===== config.mk =====
export PLATFORM = sky130hd
export DESIGN_NAME = delay_mixer_flat
export DESIGN_NICKNAME = d
export VERILOG_FILES = /design/src/rtl/delay_mixer_if.sv /design/src/rtl/delay_mixer.sv /design/src/flat_wrapper.sv
export SDC_FILE = /design/constraint.sdc
export NUM_CORES = 1
export LEC_CHECK = 0
export BUFFER_PORTS_ARGS = -buffer_cell sky130_fd_sc_hd__buf_4
export CAP_MARGIN = 0
export CORE_MARGIN = 4
export CORE_UTILIZATION = 58
export DETAILED_ROUTE_END_ITERATION = 6
export HOLD_SLACK_MARGIN = 0.03
export PLACE_DENSITY = 0.77
export SYNTH_ARGS = -nofsm -noshare
export SYNTH_HDL_FRONTEND = slang
export SYNTH_SLANG_ARGS = --single-unit

===== constraint.sdc =====
create_clock -name clk -period 19.71 [get_ports clk]
set_input_delay 0.9855 -clock clk [delete_from_list [all_inputs] [get_ports clk]]
set_output_delay 0.9855 -clock clk [all_outputs]
set_load 0.02 [all_outputs]

===== src/rtl/delay_mixer_if.sv =====
`default_nettype none
// ============================================================================
// Module   : delay_mixer_if
// Purpose  : Sample-set handshake bundle between the delay RAM/ADC side, the
//            delay_mixer datapath and the DAC/RAM-write consumer.
// Revision : 1.0  initial release
// ============================================================================
interface delay_mixer_if #(
  parameter int DW = 16,
  parameter int GW = 9
);
  logic          in_valid;
  logic          in_ready;
  logic [DW-1:0] dry;
  logic [DW-1:0] wet;
  logic [GW-1:0] fb_gain;
  logic [GW-1:0] mix;
  logic          out_valid;
  logic          out_ready;
  logic [DW-1:0] fb_out;
  logic [DW-1:0] mix_out;
  logic          clip;

  modport master (
    output in_valid, dry, wet, fb_gain, mix, out_ready,
    input  in_ready, out_valid, fb_out, mix_out, clip
  );

  modport slave (
    input  in_valid, dry, wet, fb_gain, mix, out_ready,
    output in_ready, out_valid, fb_out, mix_out, clip
  );
endinterface
`default_nettype wire


===== src/rtl/delay_mixer.sv =====
`default_nettype none
// ============================================================================
// Module   : delay_mixer
// Purpose  : Delay-line feedback and dry/wet mixer, time-multiplexed over a
//            single signed multiplier (three multiply cycles per sample).
// Revision : 1.0  initial release
// ============================================================================
module delay_mixer #(
  parameter int DW = 16,
  parameter int GW = 9
) (
  input  wire logic    clk,
  input  wire logic    rst,
  delay_mixer_if.slave bus
);
  localparam int AW = DW + GW + 2;
  localparam int SH = GW - 1;
  localparam logic [GW-1:0] c_unity = {1'b1, {(GW-1){1'b0}}};

  typedef enum logic [2:0] {
    S_IDLE  = 3'd0,
    S_P_FB  = 3'd1,
    S_P_DRY = 3'd2,
    S_P_WET = 3'd3,
    S_OUT   = 3'd4
  } state_t;

  state_t               r_state;
  state_t               w_next;
  logic signed [DW-1:0] r_dry_s;
  logic signed [DW-1:0] r_wet_s;
  logic [GW-1:0]        r_fb_gain;
  logic [GW-1:0]        r_mix;
  logic signed [AW-1:0] r_acc_fb;
  logic signed [AW-1:0] r_acc_mix;
  logic [DW-1:0]        r_fb_out;
  logic [DW-1:0]        r_mix_out;
  logic                 r_clip;

  logic                 w_accept;
  logic signed [DW-1:0] w_mul_a;
  logic signed [GW:0]   w_mul_b;
  logic signed [AW-1:0] w_prod;
  logic signed [AW-1:0] w_fb_sum;
  logic signed [AW-1:0] w_mix_sum;
  logic [DW-1:0]        w_fb_res;
  logic [DW-1:0]        w_mix_res;
  logic                 w_fb_sat;
  logic                 w_mix_sat;

  function automatic logic [GW-1:0] clamp_gain(input logic [GW-1:0] g);
    return (g > c_unity) ? c_unity : g;
  endfunction

  // Returns {saturated, offset-binary result}; the value fits DW bits only
  // when every bit from the DW-1 position upward is a copy of the sign.
  function automatic logic [DW:0] scale_sat(input logic signed [AW-1:0] acc);
    logic signed [AW-1:0] sh;
    logic [DW-1:0]        val;
    logic                 sat;
    sh  = acc >>> SH;
    sat = !((&sh[AW-1:DW-1]) || !(|sh[AW-1:DW-1]));
    if (sat)
      val = sh[AW-1] ? {1'b1, {(DW-1){1'b0}}} : {1'b0, {(DW-1){1'b1}}};
    else
      val = sh[DW-1:0];
    return {sat, ~val[DW-1], val[DW-2:0]};
  endfunction

  always_comb begin
    w_accept = bus.in_valid && (r_state == S_IDLE);
    w_next   = r_state;
    w_mul_a  = r_wet_s;
    w_mul_b  = {1'b0, r_fb_gain};
    case (r_state)
      S_IDLE:  if (w_accept) w_next = S_P_FB;
      S_P_FB:  w_next = S_P_DRY;
      S_P_DRY: begin
        w_mul_a = r_dry_s;
        w_mul_b = {1'b0, c_unity - r_mix};
        w_next  = S_P_WET;
      end
      S_P_WET: begin
        w_mul_b = {1'b0, r_mix};
        w_next  = S_OUT;
      end
      S_OUT:   if (bus.out_ready) w_next = S_IDLE;
      default: w_next = S_IDLE;
    endcase
  end

  assign w_prod    = AW'(w_mul_a) * AW'(w_mul_b);
  assign w_fb_sum  = (AW'(r_dry_s) <<< SH) + w_prod;
  assign w_mix_sum = r_acc_mix + w_prod;
  assign {w_fb_sat, w_fb_res}   = scale_sat(r_acc_fb);
  assign {w_mix_sat, w_mix_res} = scale_sat(w_mix_sum);

  always_ff @(posedge clk or posedge rst) begin
    if (rst) r_state <= S_IDLE;
    else     r_state <= w_next;
  end

  always_ff @(posedge clk or posedge rst) begin
    if (rst) begin
      r_dry_s   <= '0;
      r_wet_s   <= '0;
      r_fb_gain <= '0;
      r_mix     <= '0;
      r_acc_fb  <= '0;
      r_acc_mix <= '0;
      r_fb_out  <= {1'b1, {(DW-1){1'b0}}};
      r_mix_out <= {1'b1, {(DW-1){1'b0}}};
      r_clip    <= 1'b0;
    end else begin
      case (r_state)
        S_IDLE: if (w_accept) begin
          r_dry_s   <= {~bus.dry[DW-1], bus.dry[DW-2:0]};
          r_wet_s   <= {~bus.wet[DW-1], bus.wet[DW-2:0]};
          r_fb_gain <= clamp_gain(bus.fb_gain);
          r_mix     <= clamp_gain(bus.mix);
        end
        S_P_FB:  r_acc_fb  <= w_fb_sum;
        S_P_DRY: r_acc_mix <= w_prod;
        S_P_WET: begin
          r_acc_mix <= w_mix_sum;
          r_fb_out  <= w_fb_res;
          r_mix_out <= w_mix_res;
          r_clip    <= w_fb_sat | w_mix_sat;
        end
        default: ;
      endcase
    end
  end

  assign bus.in_ready  = (r_state == S_IDLE);
  assign bus.out_valid = (r_state == S_OUT);
  assign bus.fb_out    = r_fb_out;
  assign bus.mix_out   = r_mix_out;
  assign bus.clip      = r_clip;
endmodule
`default_nettype wire


===== src/flat_wrapper.sv =====
// flat-port wrapper written by rule: the top's interface ports become plain ports
module delay_mixer_flat 
#(
  parameter int DW = 16,
  parameter int GW = 9
)
  (clk, rst, bus_in_valid, bus_dry, bus_wet, bus_fb_gain, bus_mix, bus_out_ready, bus_in_ready, bus_out_valid, bus_fb_out, bus_mix_out, bus_clip);
  delay_mixer_if #(.DW(DW), .GW(GW)) bus_i ();
  input  wire logic clk;
  input  wire logic rst;
  input wire logic [$bits(bus_i.in_valid)-1:0] bus_in_valid;
  input wire logic [$bits(bus_i.dry)-1:0] bus_dry;
  input wire logic [$bits(bus_i.wet)-1:0] bus_wet;
  input wire logic [$bits(bus_i.fb_gain)-1:0] bus_fb_gain;
  input wire logic [$bits(bus_i.mix)-1:0] bus_mix;
  input wire logic [$bits(bus_i.out_ready)-1:0] bus_out_ready;
  output wire logic [$bits(bus_i.in_ready)-1:0] bus_in_ready;
  output wire logic [$bits(bus_i.out_valid)-1:0] bus_out_valid;
  output wire logic [$bits(bus_i.fb_out)-1:0] bus_fb_out;
  output wire logic [$bits(bus_i.mix_out)-1:0] bus_mix_out;
  output wire logic [$bits(bus_i.clip)-1:0] bus_clip;
  assign bus_i.in_valid = bus_in_valid;
  assign bus_i.dry = bus_dry;
  assign bus_i.wet = bus_wet;
  assign bus_i.fb_gain = bus_fb_gain;
  assign bus_i.mix = bus_mix;
  assign bus_i.out_ready = bus_out_ready;
  assign bus_in_ready = bus_i.in_ready;
  assign bus_out_valid = bus_i.out_valid;
  assign bus_fb_out = bus_i.fb_out;
  assign bus_mix_out = bus_i.mix_out;
  assign bus_clip = bus_i.clip;
  delay_mixer #(.DW(DW), .GW(GW)) u_core (.clk(clk), .rst(rst), .bus(bus_i));
endmodule

==> Word level (Yosys, flattened, before mapping) <==
Cells that the tools add are included.
{ "op_classes": {"n_addsub": 3, "mul": 1, "order_cmp": 2, "n_eq_ne": 6, "mux": 12, "n_bitwise": 5, "reduce_logical": 15} }
{ "op_table": {"columns": ["operator", "n"], "rows": [
  ["$mux 16", 5],
  ["$pmux 27 s2", 1],
  ["$add 24x26->27", 1],
  ["$add 27x26->27", 1],
  ["$mul 16x10->26", 1],
  ["$gt 9x9->1 const B", 2],
  ["$mux 9", 2],
  ["$pmux 9 s2", 1],
  ["$pmux 3 s5", 1],
  ["$sub 9x9->9 const A", 1],
  ["$reduce_and 4->1", 2],
  ["$reduce_or 4->1", 2],
  ["$eq 3x2->1 const B", 2],
  ["$mux 3", 2],
  ["$logic_not 1->1", 4],
  ["$not 1->1", 4],
  ["$reduce_and 2->1", 2],
  ["$eq 3x1->1 const B", 1],
  ["$eq 3x3->1 const B", 1],
  ["$logic_not 3->1", 1],
  ["$logic_or 1x1->1", 2],
  ["$ne 2x1->1 const B", 1],
  ["$ne 2x2->1 const B", 1],
  ["$reduce_bool 2->1", 1],
  ["other kinds (2)", 2]
]} }
{ "totals": {"ff_bits": 140, "in_bits": 54, "out_inout_bits": 35, "elab_cells": 54} }

==> Longest topological paths before layout <==
{ "logic_depth": {"word_depth": 9, "mapped_depth": 41, "depth_no_buf": 38} }

==> Worst setup path before layout <==
No wires, ideal clock.
{ "synth_timing": {"path_type": "register to register", "start": "reg u_core.r_state[2]", "end": "reg u_core.r_mix_out[14], in the netlist u_core.bus.mix_out[14]", "setup_time_ns": 0.128, "t_arrival_ns": 8.545, "required_time_ns": 19.582, "setup_slack_ns": 11.037, "path_stages_with_launch": 39, "path_buffers": 4, "period_less_slack_ns": 8.673, "cell_sequence": "dfrtp_1 > nand2b_1 > nor2_2 > clkbuf_1 > buf_1 > mux2i_1 > nor2_1 > fa_1 > fa_1 > inv_1 > fa_1 > inv_1 > fa_1 > inv_1 > fa_1 > inv_1 > ha_1 > a21oi_1 > (+3 left out) > a21o_1 > nor2_1 > o21bai_1 > a21oi_1 > xnor2_1 > ha_1 > clkbuf_1 > a21o_1 > a21o_1 > a21o_1 > a21oi_1 > nor2_1 > a21oi_2 > a21oi_4 > xnor3_2 > a21oi_4 > buf_12 > o22ai_2"} }
{ "synth_between": {"elab_chain_cells": 8, "elab_cells_between_ends": 12, "classes_between": "add/sub: 1; mul: 1; eq/ne: 2; mux: 4; reduce/logical: 4"} }
{ "synth_lines": {"columns": ["item", "line", "source"], "rows": [
  ["start, declared", "delay_mixer.sv:28", "state_t r_state;"],
  ["start signal, assigned", "delay_mixer.sv:100", "else r_state <= w_next;"],
  ["$eq 3x2->1, on equally long branches", "delay_mixer.sv:75, delay_mixer.sv:115", null],
  ["$pmux 9 s2 or $mux 16 (tied branches)", "delay_mixer.sv:75", "case (r_state)"],
  ["$mul 16x10->26", "delay_mixer.sv:92", "assign w_prod = AW'(w_mul_a) * AW'(w_mul_b);"],
  ["$add 27x26->27", "delay_mixer.sv:94", "assign w_mix_sum = r_acc_mix + w_prod;"],
  ["$reduce_or 4->1", "delay_mixer.sv:62", "sat = !((&sh[AW-1:DW-1]) || !(|sh[AW-1:DW-1]));"],
  ["$logic_not 1->1", "delay_mixer.sv:62", null],
  ["$logic_or 1x1->1", "delay_mixer.sv:62", null],
  ["$mux 16", "delay_mixer.sv:63", "if (sat)"],
  ["end signal, assigned", "delay_mixer.sv:112", "r_mix_out <= {1'b1, {(DW-1){1'b0}}};"],
  ["end signal, assigned", "delay_mixer.sv:127", "r_mix_out <= w_mix_res;"],
  ["end, declared", "delay_mixer.sv:37", "logic [DW-1:0] r_mix_out;"]
]} }
Parallel ways exist; a longest one is shown, timed or not.
A chain may end at the register's enable or synchronous reset.

==> Worst setup path in the final report <==
{ "layout_timing": {"start": "reg u_core.r_state[2]", "end": "reg u_core.r_mix_out[6], in the netlist u_core.bus.mix_out[6]"} }
Same word-level chain as after synthesis.

==> impl_results.md <==
* #FFs+latches synth at ~130
* Clock-pin slew on the worst setup and hold paths at 0.06 ns
* Most numerous cell in the Yosys netlist: inv_1
* Setup CP Type: register to register
* Initial core utilization at a little under 60%
* Largest net degree at the start of global routing at just under 80
* Syn-to-layout area delta at 11.1%
* Clock Latency Late Sink at 0.43 ns
* Cell Area, Placed at 0.0142 mm^2
* Run status: completed
* Worst hold path type: register to register
* Ys flop type: dfrtp_1
* Asr flop ratio synth at 100%
* Fmax at 99.6 MHz
* Synth area leader: dfrtp_1
* Reg-to-Reg End: u_core.bus.mix_out[6]$_DFFE_PP0N_
* Avg Synthesized Cell Area at approximately 9.1 um^2
* Nets at between 1500 and 2000
* Post-CTS sizing at 0
* Max Cap Viol at 0
* Synth area leaders: dfrtp_1 (24%), fa_1 (19%), ha_1 (9.7%)
* RR Startpoint: u_core.r_state[2]$_DFFE_PP0P_
* Hold Buf Count CTS at 0
* Hold Path Sink: u_core.r_acc_fb[21]$_DFFE_PP0P_
* Num Clock Sinks at 132
* Final min period at roughly 10 ns
* Final Skew at 0.0181 ns
* Vias per cell at between 5 and 6
* Critical path arrival at 10.31 ns
* Hold Fails Final Rpt at 0
* Synthesized net count at between 1500 and 2000
* N_diodes at 0
* Slowest stage cell, crit path: nor2_4
* Number of flops mapped to enable cells by yosys at 0
* Period utilization at 51.0%
* Cells after Synth at 1456
* Core Area at 0.0226 mm^2
* Sequential cell area fraction in the yosys report at 24.9%
* Final WL at 32.1 mm
* CTS tree: yes
* Post-synth cell types at between 70 and 80
* IO Count at just under 90
* IO buf count at 88
* First-pass GRT wire length at 53.3 mm
* Most Frequent Cell on Critical Path: fa_1
* Hold_sp: u_core.r_acc_fb[21]$_DFFE_PP0P_
* Max H-tree Level at 4
* TritonCTS buffer count at 17
* CP Capture Type: register
* Post-synth top area share at 24.5%
* Setup ws final at 9.67 ns
* Wire per inst at 17.6 um
* Rel. slew slack at around a quarter
* Required time of the critical path at 19.97 ns
* Worst Setup Slack post-DPL at 9.75 ns
* Initial antenna violation count at 0
* Die footprint at about 0.025 mm^2
* Cell Rows at 55
* Top post-synthesis cells by count: inv_1 (165), nand2_1 (161), nor2_1 (146)
* Mapped Area at 0.0133 mm^2
* Worst r2r path cells at 29
* Remaining global-route overflow at 0
* Root buffer cell: clkbuf_16
* RSZ-0062 raised after global routing: false
* DIE WIDTH at between 150 and 200 um
* Post-CTS setup buffers at 0
* R2R Setup Slk at 9.67 ns
* First-pass detailed-route iteration total at 5
* All-Layer GR Usage at 25.8%
* Hold Path Cell Cnt at 2
* Fin util at 65.4%
* Final Max Tran Viols at 0
* # DRC at 0
* CP Max Fanout at 59
* Worst slew pin tran at about 1.1 ns
* CP peak stage delay at between 0.8 and 0.9 ns
* Final Wtd Congestion at 0.936
* Vias in the first global route at 10600
* Final setup viols at 0
* Vias post-DR at 10500
* Fin Setup TNS at 0 ns
* Fin area at 0.0148 mm^2
* DRT iter0 DRCs at 619
* CTS max path bufs at 2
* Die Y at 159 um
* Post-route ant nets at 0
* CP startpoint kind: register
* Yosys warns at 0
* Ratio of cells with drive above 1 in the final layout at 14.4%
* Post-DP HPWL at 25.1 mm
## layout make-up
cell class	count	area [um^2]
clock buffers	21	440
multi-input cells	1108	9140
clock inverters	11	106
inverters	165	622
well taps	285	357
flip-flops and latches	132	3310
repair buffers	104	781
fillers	1876	7820
## per-layer routing
layer | vias up | share of wire (%) | GRT usage, %
met5 | - | 0 | 0
met4 | 0 | 2.9 | 9.27
met3 | 62 | 6.1 | 4.84
met2 | 339 | 47 | 41.6
met1 | 5138 | 44 | 35.3
li1 | 5000 | - | -
## kinds of logic after synthesis
logic type	synth area share [%]
fa+ha+maj	28.4
mux	6.33
buf+inv	6.34
flops	24.9
xor+xnor	4.65
simple gates	14.1
compound gates	15.3
## cell usage in the layout (no fill, tap or decap), types with 15 or more instances in the layout
master     count
nand2b_1      30
nor3_1        20
xor2_1        19
clkbuf_16     17
buf_4        104
a21oi_1       66
xnor2_1       47
dfrtp_1      130
inv_1        164
o21bai_1      15
mux2_2        48
fa_1         124
nor2_1       145
a21o_1        30
o21ai_0      108
mux2i_1       30
nand2_1      160
ha_1         103
## state kept, by name (all words and copies together) (netlist names)
register,count
u_core.r_mix,9
u_core.r_state,3
u_core.bus.mix_out,16
u_core.bus.clip,1
u_core.r_dry_s,16
u_core.bus.fb_out,16
u_core.r_fb_gain,9
u_core.r_wet_s,16
u_core.r_acc_mix,27
u_core.r_acc_fb,19
## critical path: cells and delay by family, from the launching register on
family | cells | cell delay (ns)
compound gates | 9 | 2.31
xor+xnor | 2 | 0.88
fa+ha+maj | 7 | 3.09
buf+inv | 3 | 0.39
flops | 1 | 0.42
mux | 1 | 0.78
simple gates | 7 | 1.95
## worst max-delay path by stage
stage	slack, ns	endpoint	start
final	9.67	u_core.bus.mix_out[6]$_DFFE_PP0N_	u_core.r_state[2]$_DFFE_PP0P_
after global routing	9.10	u_core.bus.mix_out[6]$_DFFE_PP0N_	u_core.r_state[2]$_DFFE_PP0P_
after CTS	9.72	u_core.bus.mix_out[11]$_DFFE_PP0N_	u_core.r_state[2]$_DFFE_PP0P_
after detailed placement	9.75	u_core.bus.mix_out[6]$_DFFE_PP0N_	u_core.r_state[2]$_DFFE_PP0P_
after global placement	9.88	u_core.bus.mix_out[9]$_DFFE_PP0N_	u_core.r_state[2]$_DFFE_PP0P_
after floorplan	11.04	u_core.bus.mix_out[14]$_DFFE_PP0N_	u_core.r_state[2]$_DFFE_PP0P_
## through the flow
| step | instances | hold WS (ns) |
|---|---|---|
| floorplan | 1456 | 0.443 |
| global placement | 1794 | 0.458 |
| detailed placement | 1794 | 0.467 |
| CTS | 1826 | 0.480 |
| global route | 1826 | 0.494 |
| finish | 1826 | 0.472 |
Power is not shown: default switching activity piles up to over one toggle a cycle in this logic, so the estimate is an artifact.
